### src/rtl/can_tx_scheduler.sv
// Transmit mailbox scheduler for one CAN node: lowest-ID-first selection, retry and abort tracking.
// Optional build macro CAN_SCHED_WATCHDOG_EN adds a WAIT-state timeout treated as arbitration loss.
module can_tx_scheduler #(
   parameter int NUM_MB      = 4,
   parameter int MAX_RETRY   = 3,
   parameter int TIMEOUT_CYC = 20000,
   localparam int IDX_W      = $clog2(NUM_MB)
) (
   input  logic              clk,
   input  logic              rst_n,
   input  logic              mb_wr_en,
   input  logic [IDX_W-1:0]  mb_wr_idx,
   input  logic [10:0]       mb_wr_id,
   input  logic [3:0]        mb_wr_dlc,
   input  logic [63:0]       mb_wr_data,
   input  logic [NUM_MB-1:0] mb_abort,
   output logic [NUM_MB-1:0] mb_pending,
   output logic [NUM_MB-1:0] mb_done,
   output logic [NUM_MB-1:0] mb_err,
   output logic              mb_wr_rej,
   output logic              tx_req,
   output logic [10:0]       tx_id,
   output logic [3:0]        tx_dlc,
   output logic [63:0]       tx_data,
   input  logic              tx_done,
   input  logic              tx_arb_lost
);

   localparam int RTY_W = ($clog2(MAX_RETRY + 1) > 2) ? $clog2(MAX_RETRY + 1) : 2;

   if (NUM_MB < 2 || NUM_MB > 16 || MAX_RETRY < 1 || TIMEOUT_CYC < 1) begin : g_bad_cfg
      $error("can_tx_scheduler: parameter out of range");
   end

   typedef enum logic [1:0] {S_IDLE, S_SELECT, S_REQ, S_WAIT} state_t;

   state_t             state_reg;
   logic [IDX_W-1:0]   cur_reg;
   logic               abort_def_reg;
   logic               tx_req_reg;
   logic [10:0]        tx_id_reg;
   logic [3:0]         tx_dlc_reg;
   logic [63:0]        tx_data_reg;
   logic               wr_rej_reg;

   logic [10:0]        id_reg    [NUM_MB];
   logic [3:0]         dlc_reg   [NUM_MB];
   logic [63:0]        data_reg  [NUM_MB];
   logic [RTY_W-1:0]   retry_reg [NUM_MB];
   logic [NUM_MB-1:0]  pending_reg;
   logic [NUM_MB-1:0]  done_reg;
   logic [NUM_MB-1:0]  err_reg;

   logic               in_flight;
   logic               wait_ok;
   logic               wait_fail;
   logic               drop;
   logic               wd_fire;
   logic               sel_found;
   logic [IDX_W-1:0]   sel_idx;
   logic [10:0]        sel_id;

   assign in_flight = (state_reg == S_REQ) || (state_reg == S_WAIT);
   assign wait_ok   = (state_reg == S_WAIT) && tx_done;
   assign wait_fail = (state_reg == S_WAIT) && !tx_done && (tx_arb_lost || wd_fire);
   // An abort seen while in flight turns any non-success outcome into a drop.
   assign drop      = wait_fail && (((int'(retry_reg[cur_reg]) + 1) >= MAX_RETRY)
                                    || abort_def_reg || mb_abort[cur_reg]);

   // Strict less-than keeps the lowest index on equal IDs.
   always_comb begin
      sel_found = 1'b0;
      sel_idx   = '0;
      sel_id    = '1;
      for (int i = 0; i < NUM_MB; i++) begin
         if (pending_reg[i] && !mb_abort[i] && (!sel_found || id_reg[i] < sel_id)) begin
            sel_found = 1'b1;
            sel_idx   = IDX_W'(i);
            sel_id    = id_reg[i];
         end
      end
   end

   for (genvar gi = 0; gi < NUM_MB; gi++) begin : g_mb
      logic is_cur;
      logic load_ok;
      logic fsm_done;
      logic fsm_err;
      logic abort_now;

      assign is_cur    = (cur_reg == IDX_W'(gi));
      assign load_ok   = mb_wr_en && (mb_wr_idx == IDX_W'(gi)) && !pending_reg[gi];
      assign fsm_done  = wait_ok && is_cur;
      assign fsm_err   = drop && is_cur;
      assign abort_now = mb_abort[gi] && pending_reg[gi] && !(in_flight && is_cur);

      always_ff @(posedge clk or negedge rst_n) begin
         if (!rst_n) begin
            pending_reg[gi] <= 1'b0;
            done_reg[gi]    <= 1'b0;
            err_reg[gi]     <= 1'b0;
            retry_reg[gi]   <= '0;
            id_reg[gi]      <= '0;
            dlc_reg[gi]     <= '0;
            data_reg[gi]    <= '0;
         end else begin
            done_reg[gi] <= fsm_done;
            err_reg[gi]  <= fsm_err || abort_now;
            if (load_ok) begin
               pending_reg[gi] <= 1'b1;
               retry_reg[gi]   <= '0;
               id_reg[gi]      <= mb_wr_id;
               dlc_reg[gi]     <= (mb_wr_dlc > 4'd8) ? 4'd8 : mb_wr_dlc;
               data_reg[gi]    <= mb_wr_data;
            end else if (fsm_done || fsm_err || abort_now) begin
               pending_reg[gi] <= 1'b0;
               retry_reg[gi]   <= '0;
            end else if (wait_fail && is_cur) begin
               retry_reg[gi]   <= retry_reg[gi] + RTY_W'(1);
            end
         end
      end
   end

`ifdef CAN_SCHED_WATCHDOG_EN
   localparam int WD_W = $clog2(TIMEOUT_CYC + 1);
   logic [WD_W-1:0] wd_cnt_reg;

   // Held at zero outside WAIT, so every WAIT entry starts a fresh count.
   always_ff @(posedge clk or negedge rst_n) begin
      if (!rst_n)
         wd_cnt_reg <= '0;
      else if (state_reg != S_WAIT || wd_fire)
         wd_cnt_reg <= '0;
      else
         wd_cnt_reg <= wd_cnt_reg + WD_W'(1);
   end

   assign wd_fire = (state_reg == S_WAIT) && (wd_cnt_reg == WD_W'(TIMEOUT_CYC - 1));
`else
   assign wd_fire = 1'b0;
`endif

   always_ff @(posedge clk or negedge rst_n) begin
      if (!rst_n) begin
         state_reg     <= S_IDLE;
         cur_reg       <= '0;
         abort_def_reg <= 1'b0;
         tx_req_reg    <= 1'b0;
         tx_id_reg     <= '0;
         tx_dlc_reg    <= '0;
         tx_data_reg   <= '0;
         wr_rej_reg    <= 1'b0;
      end else begin
         tx_req_reg <= 1'b0;
         wr_rej_reg <= mb_wr_en && pending_reg[mb_wr_idx];
         case (state_reg)
            S_IDLE: begin
               if (|pending_reg)
                  state_reg <= S_SELECT;
            end
            S_SELECT: begin
               if (sel_found) begin
                  cur_reg       <= sel_idx;
                  tx_id_reg     <= id_reg[sel_idx];
                  tx_dlc_reg    <= dlc_reg[sel_idx];
                  tx_data_reg   <= data_reg[sel_idx];
                  abort_def_reg <= 1'b0;
                  state_reg     <= S_REQ;
               end else begin
                  state_reg     <= S_IDLE;
               end
            end
            S_REQ: begin
               tx_req_reg    <= 1'b1;
               abort_def_reg <= abort_def_reg || mb_abort[cur_reg];
               state_reg     <= S_WAIT;
            end
            default: begin
               abort_def_reg <= abort_def_reg || mb_abort[cur_reg];
               if (tx_done)
                  state_reg <= S_IDLE;
               else if (wait_fail)
                  state_reg <= S_SELECT;
            end
         endcase
      end
   end

   assign mb_pending = pending_reg;
   assign mb_done    = done_reg;
   assign mb_err     = err_reg;
   assign mb_wr_rej  = wr_rej_reg;
   assign tx_req     = tx_req_reg;
   assign tx_id      = tx_id_reg;
   assign tx_dlc     = tx_dlc_reg;
   assign tx_data    = tx_data_reg;

endmodule

### config.mk
export PLATFORM = sky130hd
export DESIGN_NAME = can_tx_scheduler
export DESIGN_NICKNAME = d
export VERILOG_FILES = /design/src/rtl/can_tx_scheduler.sv
export SDC_FILE = /design/constraint.sdc
export NUM_CORES = 1
export LEC_CHECK = 0
export BUFFER_PORTS_ARGS = -buffer_cell sky130_fd_sc_hd__buf_4
export CAP_MARGIN = 10
export CORE_ASPECT_RATIO = 0.6
export CORE_MARGIN = 3
export CORE_UTILIZATION = 50
export CTS_BUF_LIST = sky130_fd_sc_hd__clkbuf_4 sky130_fd_sc_hd__clkbuf_8
export CTS_CLUSTER_DIAMETER = 40
export CTS_CLUSTER_SIZE = 40
export DETAILED_ROUTE_END_ITERATION = 16
export MAX_ROUTING_LAYER = met4
export PLACE_DENSITY = 0.69
export SYNTH_ARGS = -nofsm -noshare
export SYNTH_HDL_FRONTEND = slang
export SYNTH_SLANG_ARGS = --single-unit
### constraint.sdc
create_clock -name clk -period 10.1 [get_ports clk]
set_clock_uncertainty 0.15 [all_clocks]
set_input_delay 3.03 -clock clk [delete_from_list [all_inputs] [get_ports clk]]
set_output_delay 3.03 -clock clk [all_outputs]
set_load 0.05 [all_outputs]
==> results of run 1 <==
cell type report:
class                           count  share of cell area, %
Antenna cell                        2                 0.0219
Clock buffer                       49                   2.90
Clock inverter                     23                   1.06
Inverter                           23                  0.378
Multi-Input combinational cell   1381                   37.4
Sequential cell                   422                   46.2
Tap cell                          513                   2.81
Timing Repair Buffer              246                   9.22
path summary, 6_finish.rpt:
| check | slack [ps] | end | start |
|---|---|---|---|
| worst max-delay path | 980 | tx_data[47]$_DFFE_PN0P_ | mb_abort[0] |
| worst min-delay path | 330 | data_reg[152]$_DFFE_PN0P_ | data_reg[152]$_DFFE_PN0P_ |
| worst max register to register | 2910 | tx_data[47]$_DFFE_PN0P_ | mb_pending[0]$_DFFE_PN0P_ |
| worst min register to register | 330 | data_reg[152]$_DFFE_PN0P_ | data_reg[152]$_DFFE_PN0P_ |
| max in group asynchronous | 6030 | data_reg[78]$_DFFE_PN0P_ | rst_n |
| min in group asynchronous | 2350 | state_reg[0]$_DFFE_PN0P_ | rst_n |
routing by layer:
| layer | vias to the layer above | GRT usage, % | part of all wire (%) |
|---|---|---|---|
| met5 | - | - | 0 |
| met4 | 0 | 7.45 | 2.6 |
| met3 | 98 | 5.36 | 7.6 |
| met2 | 567 | 40.0 | 44 |
| met1 | 7556 | 39.7 | 46 |
| li1 | 6929 | - | - |
stage by stage:
| stage | setup WS [ps] | util, % | std cells | power [uW] | hold slack, ps |
|---|---|---|---|---|---|
| after CTS | 1090 | 59.7 | 2657 | 7380 | 334 |
| after global placement | 562 | 57.3 | 2585 | 6110 | 306 |
| after floorplan | 542 | - | 1944 | 5090 | 295 |
| final | 981 | 59.7 | 2659 | 7360 | 331 |
| after detailed placement | 456 | 57.3 | 2585 | 6220 | 311 |
| after global routing | 495 | 59.7 | 2659 | 7810 | 352 |
cells in the final DEF (no fill, tap or decap), types with 8 or more instances in the layout:
master,count
a211oi_1,11
a211oi_2,58
a21oi_1,33
a31oi_1,12
buf_12,20
buf_4,225
clkbuf_8,47
dfrtp_1,422
ha_1,33
inv_1,23
mux2_2,76
mux2i_1,71
nand2_1,733
nand2b_1,10
nand3_1,8
nor2_1,117
o21ai_0,47
o221ai_1,8
o32ai_2,57
logic make-up (layout without fill, tap and decap cells):
group,Yosys count,count (layout)
other,0,2
XOR/XNOR,9,9
multiplexers,150,150
AND/OR/NAND/NOR,906,906
AO/OA/AOI/OAI,283,283
adder cells (fa/ha/maj),33,33
buffers and inverters,141,341
flip-flops,422,422
power breakdown:
group / leakage, uW / internal [uW] / switching [uW]
logic: 0.00563 / 1230 / 2010
clock network: 0.000459 / 495 / 669
registers: 0.00519 / 2410 / 548
total: 0.0113 / 4140 / 3220
tightest hold or removal path, cell delays in order (launching register included):
cell and delay, ps:
dfrtp_1 350, nand2_1 50, nand2_1 50
==> results.yml, run 1 <==
setup_path:
  cpPeakStageDelay_ps: 510
  worstSetupPathType: "in2reg"
  reg2regPathDepth: 30
  critPathSlowestCell: "a2111oi_0"
  worstPathMaxFanout: 20
  crit_cells: 31
  cpLargestDelayFamily: "compound AO/OA/AOI/OAI gates"
  arrival_ps: 9530
  required_ps: 10510
  cp_num_buf_inv: 6
  cp-end-kind: "register"
  start_kind: "primary input"
yosys:
  synth_flop_cell: "dfrtp_1"
  ys_types: 62
  synthMuxAreaShare_pct: 8.29
  yosysMostFrequentCell: "nand2_1"
  synth_top_cell_by_area: "dfrtp_1"
  syn_avg_cell_area_um2: 10.1
  mappedNetlistArea_um2: 19700
  ys_ff_latch: 422
  synthAdderAreaFrac_pct: 2.09
  yosys_warnings: 0
  synth_nets: 2067
  async_flop_share_pct: 100
  synth-compound-area-share_pct: 14.2
  synth_edf_count: 0
  synth_top_cell_area_share_pct: 53.6
  ys_top_cells_by_count: "733 x nand2_1, 422 x dfrtp_1, 117 x nor2_1, 76 x clkbuf_1, 76 x mux2_2"
  synth-seq-area-share_pct: 53.6
  synthXorXnorAreaFrac_pct: 0.400
  synth-simple-area-share_pct: 18.0
  syn_inst: 1944
  synth_top_family_by_area: "simple AND/OR/NAND/NOR gates"
  synth_area_leaders: "dfrtp_1 54%, nand2_1 14%, o32ai_2 4.7%, mux2_2 4.3%, a211oi_2 3.7%"
drt:
  dr_total_vias: 15200
  wl_um: 56300
  drt-pass1-iter-count: 5
  viasPerCell: 5.70
  post_drt_wl_per_cell_um: 21.2
  drc: 0
  drtIter0Drc: 1257
  postRouteAntennaNets: 0
clock_tree:
  htree_levels: 2
  cts.clk_slew.worst_paths_ps: 110
  clock_sinks: 422
  postCtsSetupRepairBufs: 0
  root_buffer: "clkbuf_8"
  clk-insertion-delay-late_ps: 610
  cts_tree: "built"
  clock_path_buffers: 3
  cts_inserted_buffers: 40
  post_cts_resized: 0
  postCtsHoldBufs: 0
global_routing:
  grt-ovfl-total: 0
  grt_pass1_wl_um: 89100
  grt_pass1_vias: 15300
  grt_usage_pct: 27.6
  antenna_found_initial: 2
  grt_max_degree: 159
placement:
  hpwl_um: 35100
  placed_cell_area_um2: 21900
  numPortBuffers: 182
  gp_congestion: 0.913
finish:
  nets: 2237
  finalInstanceArea_um2: 22800
  regArea_um2: 10600
  largest_register_ffs: 256
  drive_gt1_share_pct: 25.2
  multi_input_area_um2: 8530
  syn_to_final_growth_pct: 15.8
  n_fill_cell: 3243
flow_run:
  cap_violations: 0
pwr:
  cellLeakagePower_uw: 0.0113
  power.density_nw_per_um2: 322
  irDropWorstVdd_uv: 180
timing:
  fmax_mhz: 110
  fin_crit_sh_pct: 90.3
  tightest_slew_ps: 1180
  drv_slew: 0
  setup_tns_ps: 0
  final-hold-violation-count: 0
  slew_headroom_pct: 21.1
  period_needed_ps: 9120
  rsz0062_at_grt: "no"
  setup_viol: 0
die:
  die_w_um: 262
  dieArea_um2: 41900
  start_util_pct: 51.5
  die_y_um: 160
  row_count: 55
  ios: 183
  core_region_area_um2: 38300
hold_path:
  hp-class: "reg2reg"
  worstHoldPathCells: 2
run_status:
  outcome: "finished, final reports clean"
(Power assumes the default switching activity.)
==> run 2, diff against run 1 <==
--- a/config.mk
+++ b/config.mk
@@ -7,15 +7,16 @@
 export LEC_CHECK = 0
 export BUFFER_PORTS_ARGS = -buffer_cell sky130_fd_sc_hd__buf_4
 export CAP_MARGIN = 10
+export CELL_PAD_IN_SITES_DETAIL_PLACEMENT = 0
+export CELL_PAD_IN_SITES_GLOBAL_PLACEMENT = 1
 export CORE_ASPECT_RATIO = 0.6
 export CORE_MARGIN = 3
-export CORE_UTILIZATION = 50
-export CTS_BUF_LIST = sky130_fd_sc_hd__clkbuf_4 sky130_fd_sc_hd__clkbuf_8
+export CORE_UTILIZATION = 47
 export CTS_CLUSTER_DIAMETER = 40
 export CTS_CLUSTER_SIZE = 40
 export DETAILED_ROUTE_END_ITERATION = 16
 export MAX_ROUTING_LAYER = met4
-export PLACE_DENSITY = 0.69
+export PLACE_DENSITY_LB_ADDON = 0.1
 export SYNTH_ARGS = -nofsm -noshare
 export SYNTH_HDL_FRONTEND = slang
 export SYNTH_SLANG_ARGS = --single-unit
==> run 2 against run 1 <==
Core utilization decreased by 3.3 points. Sequential power about the same. Clock power increased by 41%. Final area increased by 1.1%. Routed wire length increased by 1.2%. Worst setup slack got worse by 360 ps. Register-to-register slack got worse by 310 ps. Via count decreased by 1.2%. Critical path depth unchanged. Global-route usage decreased by 0.89 points. Largest power group unchanged.
==> results.yml, run 2 (synthesized netlist as in run 1, its figures left out) <==
global_routing:
  grt_pass1_vias: 15200
  use_met3_pct: 3.93
  grt_pass1_wl_um: 90400
  top_usage_layer: "met2"
  use_met1_pct: 38.6
  grt-ovfl-total: 0
  antenna_found_initial: 0
  grt_max_degree: 166
  use_met2_pct: 40.0
  grt_usage_pct: 26.7
finish:
  diodes: 0
  final_common_cell: "nand2_1"
  final_cell_mix: "733 x nand2_1, 422 x dfrtp_1, 215 x buf_4"
  syn_to_final_growth_pct: 17.1
  largest_register_ffs: 256
  finalInstanceArea_um2: 23100
  drive_gt1_share_pct: 24.5
  nets: 2218
die:
  die_y_um: 165
  die_w_um: 270
  ios: 183
  core_region_area_um2: 40900
  row_count: 57
  start_util_pct: 48.2
  dieArea_um2: 44500
timing:
  fin_crit_sh_pct: 93.9
  setup_viol: 0
  slew_headroom_pct: 27.3
  fmax_mhz: 105
  drv_slew: 0
  rsz0062_at_grt: "no"
  period_needed_ps: 9480
  final-hold-violation-count: 0
  setup_tns_ps: 0
  tightest_slew_ps: 1090
hold_path:
  min_to: "data_reg[144]$_DFFE_PN0P_"
  worstHoldPathCells: 2
  min_from: "data_reg[144]$_DFFE_PN0P_"
  hp-class: "reg2reg"
setup_path:
  start_kind: "primary input"
  rrSetupSlack_ps: 2600
  worstPathMaxFanout: 28
  required_ps: 10420
  cp-end-kind: "register"
  reg2regPathDepth: 30
  critPathSlowestCell: "o21ai_0"
  cpPeakStageDelay_ps: 540
  r2r-end: "tx_dlc[2]$_DFFE_PN0P_"
  reg2reg_from: "mb_pending[0]$_DFFE_PN0P_"
  worstSetupPathType: "in2reg"
  arrival_ps: 9800
  cp_common_cell: "buf_4"
clock_tree:
  root_buffer: "clkbuf_16"
  postCtsHoldBufs: 0
  post_cts_resized: 0
  clock_path_buffers: 3
  postCtsSetupRepairBufs: 0
  htree_levels: 2
  cts_inserted_buffers: 43
  cts.clk_slew.worst_paths_ps: 60
  clk-insertion-delay-late_ps: 560
  clock_sinks: 422
  cts_tree: "built"
placement:
  placed_cell_area_um2: 21700
  hpwl_um: 35000
  numPortBuffers: 182
  gp_congestion: 0.914
run_status:
  outcome: "finished, final reports clean"
drt:
  dr_total_vias: 15000
  viasPerCell: 5.57
  wl_um: 57000
  drt-pass1-iter-count: 6
  postRouteAntennaNets: 0
  post_drt_wl_per_cell_um: 21.2
  drc: 0
  drtIter0Drc: 1268
pwr:
  p_comb_share_pct: 40.7
  power.density_nw_per_um2: 335
  p_sw_uw: 3250
  p_clk_share_pct: 21.1
  finalPower_uw: 7730
  cellLeakagePower_uw: 0.0114
  p_int_uw: 4480
  seqPwrFrac_pct: 38.2
  irDropWorstVdd_uv: 164
  switching_share_pct: 42.1
flow_run:
  cap_violations: 0
run 2: changes by cell type in the layout (fill, tap and decap cells not counted), moves of 4 or more:
cell,previous run,this run
buf_12,20,8
buf_4,225,215
clkbuf_16,0,43
clkbuf_8,47,0
clkinv_2,2,7
inv_8,6,2
run 2: critical path: cells and delay by family:
| family | cells | cell delay (ps) |
|---|---|---|
| and+or+nand+nor | 6 | 820 |
| adders and majority gates | 3 | 810 |
| buffers and inverters | 6 | 1470 |
| AOI/OAI and AO/OA | 16 | 3640 |
run 2: how the worst max path moves through the flow:
stage | from | to
after global routing | mb_abort[0] | tx_dlc[2]$_DFFE_PN0P_
after floorplan | mb_abort[0] | tx_data[10]$_DFFE_PN0P_
final | mb_abort[0] | tx_dlc[2]$_DFFE_PN0P_
after detailed placement | mb_abort[0] | tx_dlc[2]$_DFFE_PN0P_
after global placement | mb_abort[0] | tx_data[54]$_DFFE_PN0P_
after CTS | mb_abort[0] | tx_dlc[2]$_DFFE_PN0P_
run 2: area by class of cell:
class,instances,area (um^2)
clock inverters,32,337
multi-input cells,1381,8530
flip-flops and latches,422,10600
clock buffers,45,1080
well taps,560,701
repair buffers,224,1790
fillers,3610,17800
inverters,23,86.3
run 2: power by group through the flow:
| stage | sequential (uW) | combinational [uW] | clock, uW |
|---|---|---|---|
| 2_1_floorplan | 3400 | 1690 | 0 |
| 3_3_place_gp | 2960 | 3080 | 0 |
| 3_5_place_dp | 2970 | 3150 | 0 |
| 4_1_cts | 2950 | 3160 | 1670 |
| 5_1_grt | 3040 | 3440 | 1740 |
| 6_report | 2960 | 3140 | 1630 |
run 2: metrics by stage:
| stage | setup WS (ps) | utilization (%) | hold slack (ps) | cells |
|---|---|---|---|---|
| floorplan | 542 | - | 295 | 1944 |
| global placement | 434 | 52.9 | 306 | 2610 |
| detailed placement | 176 | 52.9 | 312 | 2610 |
| CTS | 756 | 56.4 | 327 | 2687 |
| global route | 67.3 | 56.4 | 343 | 2687 |
| finish | 619 | 56.4 | 322 | 2687 |
run 2: per-layer routing:
metal / routed length, um / vias to the layer above
li1: - / 6887
met2: 25000 / 454
met3: 3260 / 86
met5: 0 / -
met1: 27500 / 7537
met4: 1200 / 0
